===== config.mk =====
export PLATFORM = sky130hd
export DESIGN_NAME = serial_add_sequencer
export DESIGN_NICKNAME = d
export VERILOG_FILES = /design/src/rtl/serial_add_pkg.sv /design/src/rtl/nibble_adder_slice.sv /design/src/rtl/serial_add_sequencer.sv
export SDC_FILE = /design/constraint.sdc
export NUM_CORES = 1
export LEC_CHECK = 0
export ABC_AREA = 0
export ABC_CLOCK_PERIOD_IN_PS = 4400
export BUFFER_PORTS_ARGS = -buffer_cell sky130_fd_sc_hd__buf_2
export CAP_MARGIN = 5
export CORE_UTILIZATION = 45
export DETAILED_ROUTE_END_ITERATION = 16
export GPL_TIMING_DRIVEN = 0
export PLACE_DENSITY = 0.7
export SLEW_MARGIN = 25
export SYNTH_ARGS = -nofsm -noshare
export SYNTH_HDL_FRONTEND = slang
export SYNTH_SLANG_ARGS = --single-unit

===== constraint.sdc =====
create_clock -name clk -period 4.4 [get_ports clk]
set_clock_uncertainty 0.2 [all_clocks]
set_input_delay 0.44 -clock clk [delete_from_list [all_inputs] [get_ports clk]]
set_output_delay 0.44 -clock clk [all_outputs]
set_load 0.1 [all_outputs]

===== src/rtl/serial_add_pkg.sv =====
// Shared types for the nibble-serial adder/subtractor.
// Holds the sequencer state enum and the slice width.
package serial_add_pkg;

  localparam int NIBBLE_W = 4;

  typedef enum logic [1:0] {
    IDLE = 2'd0,
    RUN  = 2'd1,
    DONE = 2'd2
  } state_e;

  // Number of adder-slice passes for a given operand width.
  function automatic int nib_count(input int width);
    return width / NIBBLE_W;
  endfunction

endpackage


===== src/rtl/nibble_adder_slice.sv =====
// One 4-bit ripple adder slice: s = a + b + cin.
// Ports: a, b (4b), cin -> s (4b), cout, c_msb_in (carry into bit 3).
module nibble_adder_slice
  import serial_add_pkg::*;
(
  input  logic [NIBBLE_W-1:0] a,
  input  logic [NIBBLE_W-1:0] b,
  input  logic                cin,
  output logic [NIBBLE_W-1:0] s,
  output logic                cout,
  output logic                c_msb_in
);

  logic [NIBBLE_W-1:0] low;
  logic [1:0]          hi;

  // Lower three bits first so the carry into the MSB is visible;
  // the sequencer needs it for signed overflow on the last slice.
  assign low = {1'b0, a[NIBBLE_W-2:0]}
             + {1'b0, b[NIBBLE_W-2:0]}
             + {{(NIBBLE_W-1){1'b0}}, cin};

  assign c_msb_in = low[NIBBLE_W-1];

  assign hi = {1'b0, a[NIBBLE_W-1]}
            + {1'b0, b[NIBBLE_W-1]}
            + {1'b0, c_msb_in};

  assign s    = {hi[0], low[NIBBLE_W-2:0]};
  assign cout = hi[1];

endmodule


===== src/rtl/serial_add_sequencer.sv =====
// Nibble-serial add/subtract: WIDTH/4 slice passes, LSB first.
// Ports: clk, rst_n; in_valid/in_ready, a, b, cin, sub;
//        out_valid/out_ready, sum, cout, ovf.
module serial_add_sequencer
  import serial_add_pkg::*;
#(
  parameter int WIDTH = 16
) (
  input  logic             clk,
  input  logic             rst_n,
  input  logic             in_valid,
  output logic             in_ready,
  input  logic [WIDTH-1:0] a,
  input  logic [WIDTH-1:0] b,
  input  logic             cin,
  input  logic             sub,
  output logic             out_valid,
  input  logic             out_ready,
  output logic [WIDTH-1:0] sum,
  output logic             cout,
  output logic             ovf
);

  localparam int NIBS  = nib_count(WIDTH);
  localparam int IDX_W = $clog2(NIBS);
  localparam logic [IDX_W-1:0] LAST = IDX_W'(NIBS - 1);

  state_e             state_q, state_d;
  logic [IDX_W-1:0]   idx_q, idx_d;
  logic [WIDTH-1:0]   a_q, a_d;
  logic [WIDTH-1:0]   b_q, b_d;
  logic               c_q, c_d;
  logic [WIDTH-1:0]   sum_q, sum_d;
  logic               cout_q, cout_d;
  logic               ovf_q, ovf_d;

  logic [NIBBLE_W-1:0] a_nib;
  logic [NIBBLE_W-1:0] b_nib;
  logic [NIBBLE_W-1:0] s_nib;
  logic                s_cout;
  logic                s_cmsb;

  assign a_nib = a_q[int'(idx_q)*NIBBLE_W +: NIBBLE_W];
  assign b_nib = b_q[int'(idx_q)*NIBBLE_W +: NIBBLE_W];

  nibble_adder_slice u_slice (
    .a        (a_nib),
    .b        (b_nib),
    .cin      (c_q),
    .s        (s_nib),
    .cout     (s_cout),
    .c_msb_in (s_cmsb)
  );

  always_comb begin
    state_d = state_q;
    idx_d   = idx_q;
    a_d     = a_q;
    b_d     = b_q;
    c_d     = c_q;
    sum_d   = sum_q;
    cout_d  = cout_q;
    ovf_d   = ovf_q;
    unique case (1'b1)
      (state_q == IDLE): begin
        if (in_valid) begin
          // Subtract as a + ~b + 1.
          a_d     = a;
          b_d     = sub ? ~b : b;
          c_d     = cin | sub;
          idx_d   = '0;
          // Unwritten nibbles read as zero while running.
          sum_d   = '0;
          cout_d  = 1'b0;
          ovf_d   = 1'b0;
          state_d = RUN;
        end
      end
      (state_q == RUN): begin
        sum_d[int'(idx_q)*NIBBLE_W +: NIBBLE_W] = s_nib;
        c_d   = s_cout;
        idx_d = idx_q + 1'b1;
        if (idx_q == LAST) begin
          cout_d  = s_cout;
          ovf_d   = s_cout ^ s_cmsb;
          idx_d   = '0;
          state_d = DONE;
        end
      end
      (state_q == DONE): begin
        if (out_ready) begin
          state_d = IDLE;
        end
      end
      default: begin
        state_d = IDLE;
      end
    endcase
  end

  always_ff @(posedge clk or negedge rst_n) begin
    if (!rst_n) begin
      state_q <= IDLE;
      idx_q   <= '0;
      a_q     <= '0;
      b_q     <= '0;
      c_q     <= 1'b0;
      sum_q   <= '0;
      cout_q  <= 1'b0;
      ovf_q   <= 1'b0;
    end else begin
      state_q <= state_d;
      idx_q   <= idx_d;
      a_q     <= a_d;
      b_q     <= b_d;
      c_q     <= c_d;
      sum_q   <= sum_d;
      cout_q  <= cout_d;
      ovf_q   <= ovf_d;
    end
  end

  assign in_ready  = (state_q == IDLE);
  assign out_valid = (state_q == DONE);
  assign sum       = sum_q;
  assign cout      = cout_q;
  assign ovf       = ovf_q;

endmodule


==> results by group, run 1 <==
Logic synthesis
  – Synth unique cells: 32
  – Top post-synthesis cells by area: dfrtp_1, mux2_4, mux4_2
  – Area of the mapped netlist: 0.00272 sq mm
  – Yosys reg bits: between 50 and 60
  – Ys Warns: 0
  – Area leader, netlist: dfrtp_1
  – Post-Syn Instances: ~230
  – Synth top area share: 0.506
  – Avg Synthesized Cell Area: 12.0 sq um
  – Seq/Total Area, Yosys: 0.506
  – Syn Nets: between 200 and 300

Route
  – Wirelength per Cell: 14.7 um
  – Routed Antenna Nets: 0
  – Via count: 1876
  – Routed wire length: 5340 um
  – Drt initial violations: slightly below 80
  – Drt pass-1 iters: 4
  – DRC errors left: 0
  – Via density: 5.17

Clocking
  – Total number of H-tree levels: 2
  – Worst skew pair latency: 0.31 ns
  – # clock sinks: 55
  – CTS hold repair buffers: 1
  – CTS Root Cell: clkbuf_8
  – Num CTS Buffers: 5
  – CTS tree: built
  – Clock transition at the registers of the reported paths: 0.09 ns
  – Setup bufs post-CTS: 0
  – CTS Buffer Depth: 2
  – CTS resizes: 0

Timing
  – Max Clk Rate: approximately 0.3 GHz
  – Final setup fails: 0
  – Worst-Margin Slew: 0.681 ns
  – Final WS setup: about 1 ns
  – Post-layout min period: 3.40 ns
  – Slew Limit Fails: 0
  – Fin. Hold Viols: 0
  – Max-slew headroom: 0.546
  – RSZ-0062 raised after global routing: false
  – Post-Route Setup TNS: 0 ns
  – Final Cycle Share: 0.772

Finish
  – Filler cells: 495
  – Diode count: 0
  – FF/Latch Area: 0.00138 sq mm
  – Layout cells sized above 1: 0.333
  – Most frequent cells in the layout: buf_2, dfrtp_1, nand2_1
  – Synth-to-Final Area Change: 17.9%
  – Fin nets: 338
  – Footprint of the multi-input gates: between 0.001 and 0.0015 sq mm
  – Design area: 0.00321 sq mm
  – Commonest non-fill, non-tap cell in the layout: buf_2

Run status
  – Status: completed

Setup path
  – CP max FO: 10
  – R2R depth: 9
  – Crit Path Class: reg2reg
  – Worst EP required: approximately 4.4 ns
  – CP Data Arrival Time: 3.44 ns
  – Crit. End Element: register
  – CP Launch Type: register
  – Worst r2r src: idx_q[0]
  – CP Launch Point: idx_q[0]

Global routing
  – Largest net degree at the start of global routing: 56
  – GRT overflow: 0
  – Vias in the first global route: 1825
  – First-pass GRT wire length: 8860 um
  – Initial antenna violation count: 0
  – GRT Overall Usage: 0.185

Flow run
  – Max Cap Viol: 0

Placement
  – Post-Place Setup Slack: 1.01 ns
  – GPL Wtd Cong: between 0.8 and 0.9
  – Area after DPL: 0.00309 sq mm
  – Hpwl dp: 3930 um
  – Port Buf Inserts: 56

Min path
  – Hold/Removal Path Class: in2reg
  – Hold Crit Start: out_ready
  – Hold path cells: 2

Die
  – Num rows: 27
  – Die Area: 0.00636 sq mm
  – Die X: 79.8 um
  – Starting density of the core: 0.479
  – IO Count: 58
  – Core box area: 0.00568 sq mm
  – Die height: around 80 um
## area by class of cell
cell class	count	share of cell area
clock buffer	7	0.0300
sequential	55	0.429
buffer	14	0.0265
clock inverter	1	0.00234
tap	72	0.0281
inverter	17	0.0199
timing repair buffer	57	0.0913
multi-input combinational	140	0.373
## cell usage after synthesis
cell	count
clkbuf_1	5
nand3_1	6
dfrtp_1	55
o2111ai_1	1
buf_2	5
buf_6	3
o21ai_0	19
nand4b_1	1
o221ai_1	1
or4_1	1
nand3b_1	1
a21oi_1	2
a21o_1	3
mux4_2	8
inv_1	17
mux2_2	4
xnor2_1	16
o22ai_1	8
nor2_1	6
ha_1	7
or3b_1	1
nand4_1	2
fa_1	3
nand2b_1	3
nor2b_1	2
nand2_1	21
xor2_1	1
mux2_4	12
o2bb2ai_1	8
buf_4	1
o31ai_1	2
and3_1	1
## through the flow
stage	util	hold WS, ns	instances
final	0.565	0.135	363
after global routing	0.565	0.142	363
after CTS	0.565	0.130	363
after detailed placement	0.545	0.265	354
after global placement	0.545	0.257	354
after floorplan	-	-0.0556	226
## critical path, cell delays in order, from the launching register on
cell and delay (ns):
dfrtp_1 0.42, buf_2 0.24, buf_4 0.24, mux4_2 0.52
ha_1 0.35, and3_1 0.22, nor2_1 0.08, fa_1 0.45
or4_1 0.53, nand3_1 0.09
## flip-flops by register name, summed over array words and instances (netlist names)
| signal | count |
|---|---|
| a_q | 16 |
| b_q | 16 |
| c_q | 1 |
| cout | 1 |
| idx_q | 2 |
| ovf | 1 |
| state_q | 2 |
| sum | 16 |
## worst paths after layout
path | to | slack, ns
setup / recovery | ovf | 1.00
hold / removal | state_q[1] | 0.14
setup reg to reg | ovf | 1.00
hold reg to reg | b_q[12] | 0.28
max in group asynchronous | idx_q[0] | 3.03
min in group asynchronous | sum[10] | 0.50
## metal layers
metal	wire, um	global-route usage
met3	216	0.0423
met1	2540	0.259
met2	2500	0.291
met5	0	0
met4	85	0.0500
## cells by family after synthesis
kind of cell | synth area share
mux | 0.149
flops | 0.506
simple gates | 0.0786
xor+xnor | 0.0547
compound gates | 0.103
fa+ha+maj | 0.0543
buf+inv | 0.0547
Power of run 1 is left out: the tool's default activity adds up to more than one toggle a clock period on the data nets, which glitch-free logic cannot reach.
==> inputs of run 2 (changes only) <==
ABC_CLOCK_PERIOD_IN_PS = 3200   (was 4400)
clock period = 3.2 ns   (was 4.4 ns; I/O delays follow)
==> run 2 against run 1 <==
First-iteration DRC count fell by 8.9%; non-clock buffer count up 1; critical path type unchanged; flip-flop and latch count is the same.
==> results by group, run 2 (same netlist as run 1, synthesis figures left out) <==
Die
  – IO Count: 58
  – Die X: 79.8 um
  – Num rows: 27
  – Die Area: 0.00636 sq mm
  – Die height: 79.8 um
  – Starting density of the core: 0.479
  – Core box area: between 0.005 and 0.006 sq mm

Timing
  – Final WS setup: between 0.1 and 0.15 ns
  – Max Clk Rate: 0.323 GHz
  – Post-layout min period: 3.10 ns
  – Final Cycle Share: 0.967
  – Final setup fails: 0
  – Slew Limit Fails: 0
  – Max-slew headroom: 0.545
  – Post-Route Setup TNS: 0 ns
  – Worst-Margin Slew: 0.682 ns
  – Fin. Hold Viols: 0
  – Final hold slack: 0.0164 ns

Finish
  – Fin nets: 339
  – Final Non-Filler Cells: roughly 360
  – Commonest non-fill, non-tap cell in the layout: buf_2
  – Synth-to-Final Area Change: 19.4%
  – Most frequent cells in the layout: buf_2, dfrtp_1, nand2_1
  – Filler cells: between 400 and 500
  – Diode count: 0
  – Layout cells sized above 1: 0.349
  – Footprint of the multi-input gates: approximately 0.0012 sq mm
  – FF/Latch Area: about 0.0014 sq mm

Setup path
  – Worst R2R End: ovf
  – Crit Path Class: reg2reg
  – Worst r2r src: idx_q[0]
  – Worst EP required: roughly 3.2 ns
  – CP Data Arrival Time: between 3 and 4 ns
  – CP max FO: 10
  – CP Launch Type: register
  – Setup slack, reg-to-reg: approximately 0.10 ns
  – R2R depth: 9
  – Crit. End Element: register

Global routing
  – Vias in the first global route: roughly 1800
  – Initial antenna violation count: 0
  – GRT Overall Usage: 0.187
  – Largest net degree at the start of global routing: 56
  – First-pass GRT wire length: 8950 um
  – GRT overflow: 0

Placement
  – Port Buf Inserts: 56
  – Hpwl dp: slightly below 4000 um
  – GPL Wtd Cong: 0.803
  – Dpl cells: around 350
  – Post-Place Setup Slack: -0.194 ns

Route
  – Routed Antenna Nets: 0
  – Wirelength per Cell: 14.9 um
  – Drt initial violations: 72
  – Drt pass-1 iters: 4
  – DRC errors left: 0
  – Routed wire length: 5430 um
  – Via density: a little over 5
  – Via count: between 1500 and 2000

Clocking
  – CTS Buffer Depth: 2
  – CTS tree: built
  – CTS Root Cell: clkbuf_8
  – # clock sinks: 55
  – Num CTS Buffers: 5
  – Clock transition at the registers of the reported paths: 0.08 ns
  – Worst skew pair latency: 0.31 ns
  – Total number of H-tree levels: 2

Flow run
  – Max Cap Viol: 0

Min path
  – Hold path cells: 2
  – Hold/Removal Path Class: in2reg
  – Hold Crit Start: out_ready
  – Worst Hold End: state_q[1]

Run status
  – Status: completed
## run 2: final cells by class
| type | instances | share of cell area |
|---|---|---|
| Sequential cell | 55 | 0.423 |
| Multi-Input combinational cell | 140 | 0.374 |
| Inverter | 17 | 0.0196 |
| Buffer | 14 | 0.0308 |
| Timing Repair Buffer | 58 | 0.0924 |
| Clock inverter | 1 | 0.00231 |
| Clock buffer | 7 | 0.0296 |
| Tap cell | 72 | 0.0277 |
## run 2: through the flow
step | area (sq um) | utilization
5_1_grt | 3250 | 0.573
4_1_cts | 3240 | 0.570
6_report | 3250 | 0.573
3_5_place_dp | 3090 | 0.545
3_3_place_gp | 3090 | 0.545
2_1_floorplan | 2720 | -
## run 2: how the worst max path moves through the flow
stage               startpoint   to  cells after the start
CTS                   idx_q[0]  ovf                      9
detailed placement    idx_q[0]  ovf                      9
global placement      idx_q[0]  ovf                      9
global route          idx_q[0]  ovf                      9
finish                idx_q[0]  ovf                      9
floorplan             idx_q[0]  ovf                      9
## run 2: what timing repair did
| item | CTS | global route |
|---|---|---|
| endpoints found under the hold margin | 55 | 0 |
| hold buffers | 1 | 0 |
| setup buffers | 1 | 0 |
| resized for setup | 6 | 2 |
| endpoints found under the setup margin | 3 | 1 |
## run 2: metal layers
metal / global-route usage / share of wire / vias up
li1: - / - / 914
met5: 0 / 0 / -
met1: 0.260 / 0.48 / 923
met3: 0.0423 / 0.034 / 10
met2: 0.297 / 0.47 / 45
met4: 0.0500 / 0.018 / 0
## run 2: worst max-delay path: stages (launching register included)
cell and delay (ns):
dfrtp_1 0.41, buf_6 0.17, buf_8 0.15, mux4_2 0.54
ha_4 0.30, and3_4 0.19, nor2_1 0.06, fa_2 0.39
or4_1 0.52, nand3_1 0.09
Power of run 2 is left out for the same reason.
